<file path="config.mk">
export PLATFORM = sky130hd
export DESIGN_NAME = wb_vmon_snoop
export DESIGN_NICKNAME = d
export VERILOG_FILES = /design/src/rtl/wb_vmon_pkg.sv /design/src/rtl/wb_vmon_fifo.sv /design/src/rtl/wb_vmon_snoop.sv
export SDC_FILE = /design/constraint.sdc
export NUM_CORES = 1
export LEC_CHECK = 0
export CAP_MARGIN = 20
export CORE_MARGIN = 2
export CORE_UTILIZATION = 37
export CTS_BUF_LIST = sky130_fd_sc_hd__clkbuf_8
export DETAILED_ROUTE_END_ITERATION = 7
export PLACE_DENSITY = 0.55
export SYNTH_ARGS = -nofsm -noshare
export SYNTH_HDL_FRONTEND = slang
export SYNTH_SLANG_ARGS = --single-unit
</file>
<file path="constraint.sdc">
create_clock -name clk_i -period 3.55 [get_ports clk_i]
set_input_delay 0.71 -clock clk_i [delete_from_list [all_inputs] [get_ports clk_i]]
set_output_delay 0.71 -clock clk_i [all_outputs]
set_load 0.05 [all_outputs]
</file>
<file path="src/rtl/wb_vmon_pkg.sv">
// Shared width helpers for the vmon mailbox write snooper.
package wb_vmon_pkg;

    localparam int unsigned BYTE_BITS = 8;

    function automatic int unsigned lane_count(input int unsigned data_width);
        return data_width / BYTE_BITS;
    endfunction

    function automatic int unsigned byte_lsb(input int unsigned data_width);
        return $clog2(data_width / BYTE_BITS);
    endfunction

    function automatic int unsigned offset_width(input int unsigned window_words);
        return $clog2(window_words);
    endfunction

endpackage

</file>
<file path="src/rtl/wb_vmon_fifo.sv">
// Generic order-preserving FIFO; head is read combinationally from storage.
module wb_vmon_fifo #(
    parameter int unsigned WIDTH = 8,
    parameter int unsigned DEPTH = 8
) (
    input  logic             clk_i,
    input  logic             rst_i,
    input  logic             push,
    input  logic [WIDTH-1:0] din,
    input  logic             pop,
    output logic [WIDTH-1:0] dout,
    output logic             full,
    output logic             empty
);

    localparam int unsigned PW = $clog2(DEPTH);

    logic [WIDTH-1:0] mem [DEPTH];
    logic [PW:0]      wr_ptr;
    logic [PW:0]      rd_ptr;
    logic             do_push;
    logic             do_pop;

    // Extra pointer bit distinguishes full from empty at equal indices.
    assign empty   = (wr_ptr == rd_ptr);
    assign full    = (wr_ptr[PW] != rd_ptr[PW]) && (wr_ptr[PW-1:0] == rd_ptr[PW-1:0]);
    assign do_pop  = pop & ~empty;
    assign do_push = push & (~full | do_pop);
    assign dout    = mem[rd_ptr[PW-1:0]];

    always_ff @(posedge clk_i or negedge rst_i) begin
        if (!rst_i) begin
            wr_ptr <= '0;
            rd_ptr <= '0;
            for (int unsigned i = 0; i < DEPTH; i++) begin
                mem[i] <= '0;
            end
        end else begin
            if (do_push) begin
                mem[wr_ptr[PW-1:0]] <= din;
                wr_ptr              <= wr_ptr + 1'b1;
            end
            if (do_pop) begin
                rd_ptr <= rd_ptr + 1'b1;
            end
        end
    end

endmodule

</file>
<file path="src/rtl/wb_vmon_snoop.sv">
// Passive Wishbone snooper: queues completed writes into the vmon mailbox
// window as events and tracks events lost to a full queue.
module wb_vmon_snoop
    import wb_vmon_pkg::*;
#(
    parameter int unsigned                 WB_ADDR_WIDTH = 32,
    parameter int unsigned                 WB_DATA_WIDTH = 32,
    parameter logic [WB_ADDR_WIDTH-1:0]    ADDRESS       = 'h6000_1000,
    parameter int unsigned                 WINDOW_WORDS  = 4,
    parameter int unsigned                 FIFO_DEPTH    = 8
) (
    input  logic                                 clk_i,
    input  logic                                 rst_i,
    input  logic [WB_ADDR_WIDTH-1:0]             ADR,
    input  logic [WB_DATA_WIDTH-1:0]             DAT_W,
    input  logic                                 CYC,
    input  logic                                 STB,
    input  logic                                 WE,
    input  logic [WB_DATA_WIDTH/8-1:0]           SEL,
    input  logic                                 ACK,
    input  logic                                 ERR,
    output logic                                 ev_valid,
    input  logic                                 ev_ready,
    output logic [$clog2(WINDOW_WORDS)-1:0]      ev_offset,
    output logic [WB_DATA_WIDTH-1:0]             ev_data,
    output logic [WB_DATA_WIDTH/8-1:0]           ev_sel,
    output logic                                 overflow,
    input  logic                                 ovf_clr,
    output logic [15:0]                          drop_count
);

    localparam int unsigned SEL_W   = lane_count(WB_DATA_WIDTH);
    localparam int unsigned OFF_W   = offset_width(WINDOW_WORDS);
    localparam int unsigned OFF_LSB = byte_lsb(WB_DATA_WIDTH);
    localparam int unsigned WIN_LSB = OFF_LSB + OFF_W;

    typedef struct packed {
        logic [OFF_W-1:0]         offset;
        logic [WB_DATA_WIDTH-1:0] data;
        logic [SEL_W-1:0]         sel;
    } vmon_event_t;

    localparam int unsigned EV_W = $bits(vmon_event_t);

    vmon_event_t ev_in;
    vmon_event_t ev_head;
    logic        fifo_full;
    logic        fifo_empty;
    logic        in_window;
    logic        hit;
    logic        pop;
    logic        drop;
    logic        unused_low_adr;

    // Window is size-aligned, so a tag compare above the window bits suffices.
    assign in_window      = (ADR[WB_ADDR_WIDTH-1:WIN_LSB] == ADDRESS[WB_ADDR_WIDTH-1:WIN_LSB]);
    assign hit            = CYC & STB & WE & ACK & ~ERR & in_window;
    assign unused_low_adr = ^ADR[WIN_LSB-1:0];

    assign ev_valid = ~fifo_empty;
    assign pop      = ev_valid & ev_ready;
    assign drop     = hit & fifo_full & ~pop;

    always_comb begin
        ev_in        = '0;
        ev_in.offset = ADR[WIN_LSB-1:OFF_LSB];
        ev_in.data   = DAT_W;
        ev_in.sel    = SEL;
    end

    wb_vmon_fifo #(
        .WIDTH (EV_W),
        .DEPTH (FIFO_DEPTH)
    ) u_fifo (
        .clk_i (clk_i),
        .rst_i (rst_i),
        .push  (hit & ~drop),
        .din   (ev_in),
        .pop   (pop),
        .dout  (ev_head),
        .full  (fifo_full),
        .empty (fifo_empty)
    );

    assign ev_offset = ev_head.offset;
    assign ev_data   = ev_head.data;
    assign ev_sel    = ev_head.sel;

    // A drop coincident with a clear restarts the count at one.
    always_ff @(posedge clk_i or negedge rst_i) begin
        if (!rst_i) begin
            overflow   <= 1'b0;
            drop_count <= '0;
        end else if (drop) begin
            overflow <= 1'b1;
            if (ovf_clr) begin
                drop_count <= 16'd1;
            end else if (drop_count != 16'hFFFF) begin
                drop_count <= drop_count + 16'd1;
            end
        end else if (ovf_clr) begin
            overflow   <= 1'b0;
            drop_count <= '0;
        end
    end

endmodule

</file>
==> results of run 1 <==
-- worst max-delay path, delay by kind of cell, from the launching register on --
family                 cells  cell delay [ns]
muxes                      2             0.71
buffers and inverters      2             0.65
DFF                        1             0.66
-- sequential cells by signal, summed over array words and instances, names as in the netlist --
signal	cells
drop_count	16
overflow	1
u_fifo.mem	304
u_fifo.rd_ptr	4
u_fifo.wr_ptr	4
-- area by class of cell --
class	count	area, um2	share of cell area (%)
sequential	329	8240	44.1
inverter	1	3.75	0.0201
tap	532	666	3.56
antenna	1	2.50	0.0134
multi-input combinational	574	6780	36.3
timing repair buffer	185	1910	10.2
clock inverter	25	115	0.616
clock buffer	71	977	5.23
-- cells in the final DEF (no fill, tap or decap), types with 5 or more instances in the layout --
cell	netlist	routed
and3_1	7	7
buf_12	0	16
buf_4	10	56
clkbuf_8	0	71
clkdlybuf4s50_1	0	90
clkinv_2	0	6
dfrtp_1	329	326
dlygate4sd2_1	0	16
inv_1	1	17
mux2_1	64	64
mux2_2	293	293
mux4_2	76	76
nand2_1	12	12
nand2b_1	6	6
nand3_1	13	12
nand4_1	7	7
nor2_1	19	19
nor2b_1	14	14
nor4_1	13	12
nor4_2	6	6
nor4b_1	6	6
xnor2_1	5	5
xor2_1	5	5
-- metal layers --
layer  vias to the layer above  share of wire [%]
li1                       3999                  -
met1                      4806                 46
met2                       166                 48
met3                        48                4.2
met4                         2                1.8
met5                         -              0.036
-- power groups by stage --
stage | clock [mW] | sequential [mW] | combinational [mW]
floorplan | 0 | 3.83 | 0.500
global placement | 0 | 3.89 | 0.857
detailed placement | 0 | 3.89 | 0.858
CTS | 3.45 | 3.78 | 0.952
global route | 3.65 | 3.78 | 1.05
finish | 3.33 | 3.78 | 0.971
-- kinds of logic after synthesis --
kind of cell / Yosys count / synth area share [%]
muxes: 434 / 37.3
DFF: 329 / 53.4
buffers and inverters: 67 / 2.76
and+or+nand+nor: 122 / 5.49
adders and majority gates: 3 / 0.244
AOI/OAI and AO/OA: 5 / 0.252
xor gates and xnor gates: 10 / 0.568
-- what timing repair did --
action | 4_1_cts | 5_1_grt
gates resized for setup | 18 | 2
buffers inserted | 4 | 0
hold buffers | 0 | 0
endpoints found under the setup margin | 37 | 7
cloned | 0 | 1
pin swaps | 0 | 0
-- per-stage QoR --
stage               hold WS, ns  std cells  utilization, %
floorplan                 0.414        970               -
global placement          0.464       1616            42.7
detailed placement        0.471       1616            42.7
CTS                      0.0758       1716            45.5
global route             0.0974       1717            45.6
finish                   0.0747       1718            45.6
-- how the worst max path moves through the flow --
stage                                            start  slack [ns]                     endpoint
after global routing      u_fifo.rd_ptr[1]$_DFFE_PN0P_        0.06                    ev_sel[1]
after detailed placement                        ADR[6]       0.005  u_fifo.mem[132]$_DFFE_PN0P_
final                     u_fifo.rd_ptr[1]$_DFFE_PN0P_        0.18                    ev_sel[1]
after CTS                 u_fifo.rd_ptr[0]$_DFFE_PN0P_      0.0004                  ev_data[17]
after global placement                         ADR[21]       -0.05  u_fifo.mem[128]$_DFFE_PN0P_
after floorplan           u_fifo.rd_ptr[0]$_DFFE_PN0P_        0.54                  ev_data[25]
==> flow_metrics.env, run 1 <==
export IMPL_p_seq_share_pct=46.8
export IMPL_finalHoldViolations=0
export IMPL_synth_cells=970
export IMPL_synth_area_leaders="dfrtp_1 53%, mux2_2 21%, mux4_2 11%, mux2_1 4.7%, buf_6 1.2%"
export IMPL_grt_util_met2_pct=27.7
export IMPL_p_per_area_mw_per_mm2=432
export IMPL_final_area_mm2=0.0187
export IMPL_firstDrtPassIters=6
export IMPL_ys_seq_elements=329
export IMPL_drv_cap=0
export IMPL_max_slew_margin_pct=53.9
export IMPL_slowest_stage="dfrtp_4"
export IMPL_worstSetupPathType="flip-flop to output port"
export IMPL_drive_gt1_share_pct=46.2
export IMPL_finalSetupViolations=0
export IMPL_dr_first_iter_drc_count=409
export IMPL_status="finished clean"
export IMPL_cts_buffers=57
export IMPL_combPwrFrac_pct=12.0
export IMPL_power_switching_mw=2.07
export IMPL_synth_top_area_cell="dfrtp_1"
export IMPL_rsz0062_at_grt="no"
export IMPL_drcViolationCount=0
export IMPL_required_ns=2.84
export IMPL_synth_common_cells="329 x dfrtp_1, 293 x mux2_2, 76 x mux4_2"
export IMPL_synthesis_area_mm2=0.0154
export IMPL_synth_distinct_cells=40
export IMPL_cts_sinks=329
export IMPL_hp_class="input pin to async pin"
export IMPL_synthToLayoutAreaGrowth_pct=21.3
export IMPL_worst_slack_ns=0.176
export IMPL_synth_nets=1050
export IMPL_worstPathMaxFanout=41
export IMPL_path_cells="buf_6 -> mux4_2 -> mux2_2 -> buf_4"
export IMPL_fin_crit_sh_pct=95.0
export IMPL_maxClockFrequency_ghz=0.296
export IMPL_grt_antenna_before_repair=2
export IMPL_syn_avg_cell_area_um2=15.9
export IMPL_overflow=0
export IMPL_r2r_slack_ns=0.74
export IMPL_synth_most_common_cell="dfrtp_1"
export IMPL_p_leak_nw=8.93
export IMPL_vias=9021
export IMPL_endpoint_kind="output port"
export IMPL_max_vdd_ir_drop_mv=0.234
export IMPL_power_mw=8.08
export IMPL_clockRootBuffer="clkbuf_8"
export IMPL_clock_path_buffers=3
export IMPL_fin_worst_skew_ns=0.0266
export IMPL_dp_hpwl_um=21900
export IMPL_synth_edf_count=0
export IMPL_fin_setup_tns_ns=0
export IMPL_grt_total_usage_pct=17.1
export IMPL_cts_htree_levels=2
export IMPL_fillCellCount=3666
export IMPL_crit_path_start_kind="flip-flop"
export IMPL_wire_per_inst_um=20.9
export IMPL_crit_path_max_incr_delay_ns=0.66
export IMPL_cts_clk_slew_worst_paths_ns=0.05
export IMPL_ys_flop_type="dfrtp_1"
export IMPL_ys_seq_area_share_pct=53.4
export IMPL_p_int_mw=6.01
export IMPL_wirelength_um=35900
export IMPL_ios=133
export IMPL_final_antenna_net_count=0
export IMPL_dieArea_mm2=0.0433
export IMPL_cts_tree="yes"
export IMPL_async_flop_share_pct=100
export IMPL_rows=74
export IMPL_r2r_cells=8
export IMPL_p_clk_share_pct=41.2
export IMPL_die_width_um=208
export IMPL_grt_pass1_wl_um=57400
export IMPL_nNetsFinal=1228
export IMPL_finalMaxSlewViolations=0
export IMPL_timing_rr_start="u_fifo.rd_ptr[0]$_DFFE_PN0P_"
export IMPL_grt_pass1_vias=9710
export IMPL_start_util_pct=37.6
export IMPL_die_height_um=208
export IMPL_viasPerCell=5.25
export IMPL_gp_congestion=0.772
export IMPL_dp_slack_ns=0.00503
export IMPL_placed_area_mm2=0.0175
export IMPL_p_sw_share_pct=25.6
export IMPL_worst_r2r_endpoint="u_fifo.mem[144]$_DFFE_PN0P_"
export IMPL_yosys_area_top_type_share_pct=53.4
export IMPL_use_met3_pct=3.70
export IMPL_yosysWarningCount=0
export IMPL_gr_usage_met1_pct=23.0
export IMPL_period_minus_slack_ns=3.37
export IMPL_core_area_mm2=0.0410
export IMPL_io_buffers=130
export IMPL_crit_arrival_ns=2.66
export IMPL_tightest_slew_ns=0.691
export IMPL_top_usage_layer="met2"
export IMPL_clk_latency_ns=0.65
export IMPL_grt_max_degree=80
(Power assumes the default switching activity.)
==> inputs of run 2 (changes only) <==
- GPL_TIMING_DRIVEN: not set -> 0
==> flow_metrics.env, run 2 (synthesis results as in run 1) <==
export IMPL_fillCellCount=3718
export IMPL_die_width_um=208
export IMPL_dr_first_iter_drc_count=342
export IMPL_worstPathMaxFanout=10
export IMPL_core_area_mm2=0.0410
export IMPL_fin_cells=1742
export IMPL_start_util_pct=37.6
export IMPL_dieArea_mm2=0.0433
export IMPL_use_met3_pct=4.05
export IMPL_crit_arrival_ns=2.72
export IMPL_wirelength_um=36800
export IMPL_gr_usage_met1_pct=24.4
export IMPL_rows=74
export IMPL_cp_depth=4
export IMPL_grt_max_degree=105
export IMPL_endpoint_kind="output port"
export IMPL_final_antenna_net_count=0
export IMPL_hp_class="flip-flop to flip-flop"
export IMPL_whs_path_depth=1
export IMPL_grt_pass1_wl_um=58200
export IMPL_dp_hpwl_um=22900
export IMPL_largest_register_ff_count=304
export IMPL_max_vdd_ir_drop_mv=0.252
export IMPL_finalSetupViolations=0
export IMPL_vias=9136
export IMPL_p_per_area_mw_per_mm2=442
export IMPL_fin_crit_sh_pct=96.6
export IMPL_p_leak_nw=8.97
export IMPL_firstDrtPassIters=4
export IMPL_final_util_pct=45.7
export IMPL_cts_buffers=56
export IMPL_cpLargestDelayFamily="multiplexers"
export IMPL_wire_per_inst_um=21.1
export IMPL_crit_path_max_incr_delay_ns=0.54
export IMPL_drive_gt1_share_pct=45.5
export IMPL_die_height_um=208
export IMPL_io_buffers=130
export IMPL_crit_buf_inv=2
export IMPL_fin_worst_skew_ns=0.0222
export IMPL_drv_cap=0
export IMPL_finalMaxSlewViolations=0
export IMPL_worstSetupPathType="flip-flop to output port"
export IMPL_grt_util_met2_pct=27.4
export IMPL_grt_total_usage_pct=17.5
export IMPL_status="finished clean"
export IMPL_period_minus_slack_ns=3.43
export IMPL_finalHoldViolations=0
export IMPL_slowest_stage="mux4_2"
export IMPL_viasPerCell=5.24
export IMPL_maxClockFrequency_ghz=0.292
export IMPL_largest_register="u_fifo.mem"
export IMPL_overflow=0
export IMPL_grt_antenna_before_repair=2
export IMPL_crit_path_start_kind="flip-flop"
export IMPL_cts_sinks=329
export IMPL_tightest_slew_ns=0.955
export IMPL_max_slew_margin_pct=36.3
export IMPL_top_usage_layer="met2"
export IMPL_cts_htree_levels=2
export IMPL_grt_pass1_vias=9787
export IMPL_clk_latency_ns=0.63
export IMPL_synthToLayoutAreaGrowth_pct=21.6
export IMPL_final_common_cell="dfrtp_1"
export IMPL_path_cells="buf_4 -> mux4_2 -> mux2_2 -> dlygate4sd2_1"
export IMPL_clockRootBuffer="clkbuf_8"
export IMPL_power_mw=8.29
export IMPL_reg_largest_list="u_fifo.mem: 304 flops, drop_count: 16 flops"
export IMPL_rsz0062_at_grt="yes"
export IMPL_required_ns=2.84
export IMPL_final_area_mm2=0.0187
export IMPL_cts_tree="yes"
export IMPL_ios=133
export IMPL_drcViolationCount=0
export IMPL_cts_clk_slew_worst_paths_ns=0.06
export IMPL_worst_slack_ns=0.120
export IMPL_dpl_cell_count=1636
export IMPL_r2r_cells=8
export IMPL_regArea_mm2=0.00824
export IMPL_nNetsFinal=1242
export IMPL_placed_area_mm2=0.0175
export IMPL_dp_slack_ns=-0.714
export IMPL_layout_common_cells="327 x dfrtp_1, 293 x mux2_2, 90 x clkdlybuf4s50_1"
export IMPL_multi_input_area_mm2=0.00675
export IMPL_clock_path_buffers=3
export IMPL_gp_congestion=0.773
## run 2: cell types whose count changed in the layout (fill, tap and decap cells not counted), sizes merged, moves of 4 or more
| cell | previous run | this run |
|---|---|---|
| clkbuf | 72 | 94 |
| buf | 76 | 56 |
| clkdlybuf4s15 | 0 | 13 |
| dlygate4sd2 | 16 | 21 |
| inv | 19 | 23 |
## run 2: path summary, 6_finish.rpt
path / endpoint / slack [ns] / start
max: ev_offset[1] / 0.12 / u_fifo.rd_ptr[0]$_DFFE_PN0P_
min in group asynchronous: u_fifo.mem[299]$_DFFE_PN0P_ / 0.62 / rst_i
max reg2reg: u_fifo.mem[254]$_DFFE_PN0P_ / 0.60 / u_fifo.wr_ptr[2]$_DFFE_PN0P_
min reg2reg: u_fifo.mem[210]$_DFFE_PN0P_ / 0.48 / u_fifo.mem[210]$_DFFE_PN0P_
max in group asynchronous: u_fifo.mem[254]$_DFFE_PN0P_ / 1.95 / rst_i
min: u_fifo.mem[210]$_DFFE_PN0P_ / 0.48 / u_fifo.mem[210]$_DFFE_PN0P_
## run 2: per-stage QoR
step	hold WS, ns	TNS [ns]
floorplan	0.414	0
global placement	0.462	-4356.21
detailed placement	0.470	-21.08
CTS	0.485	-0.0752
global route	0.492	-0.151
finish	0.479	0
## run 2: timing repair
item / CTS / global route
resized for setup: 128 / 11
setup endpoints to repair: 39 / 16
hold buffers: 1 / 0
pin swaps: 0 / 0
gates cloned: 0 / 0
hold endpoints to repair: 5 / 0
setup buffers: 1 / 0
## run 2: cell type report
| type | count | share of cell area [%] |
|---|---|---|
| Inverter | 1 | 0.0200 |
| Clock buffer | 75 | 5.51 |
| Multi-Input combinational cell | 574 | 36.0 |
| Antenna cell | 2 | 0.0267 |
| Buffer | 64 | 2.63 |
| Sequential cell | 329 | 44.0 |
| Clock inverter | 29 | 0.935 |
| Tap cell | 532 | 3.55 |
| Timing Repair Buffer | 136 | 7.35 |
## run 2: where the power goes
group | internal [mW] | total [mW] | switching [mW] | leakage, nW
Combinational | 0.410 | 0.914 | 0.504 | 3.67
Sequential | 3.76 | 3.78 | 0.0203 | 4.60
Clock | 2.03 | 3.59 | 1.57 | 0.700
Total | 6.19 | 8.29 | 2.09 | 8.97
## run 2: layer usage
metal  vias up  wire length (um)
met1      4841             17400
met2       190             17100
li1       4052                 -
met3        53              1580
met5         -                 0
met4         0               714
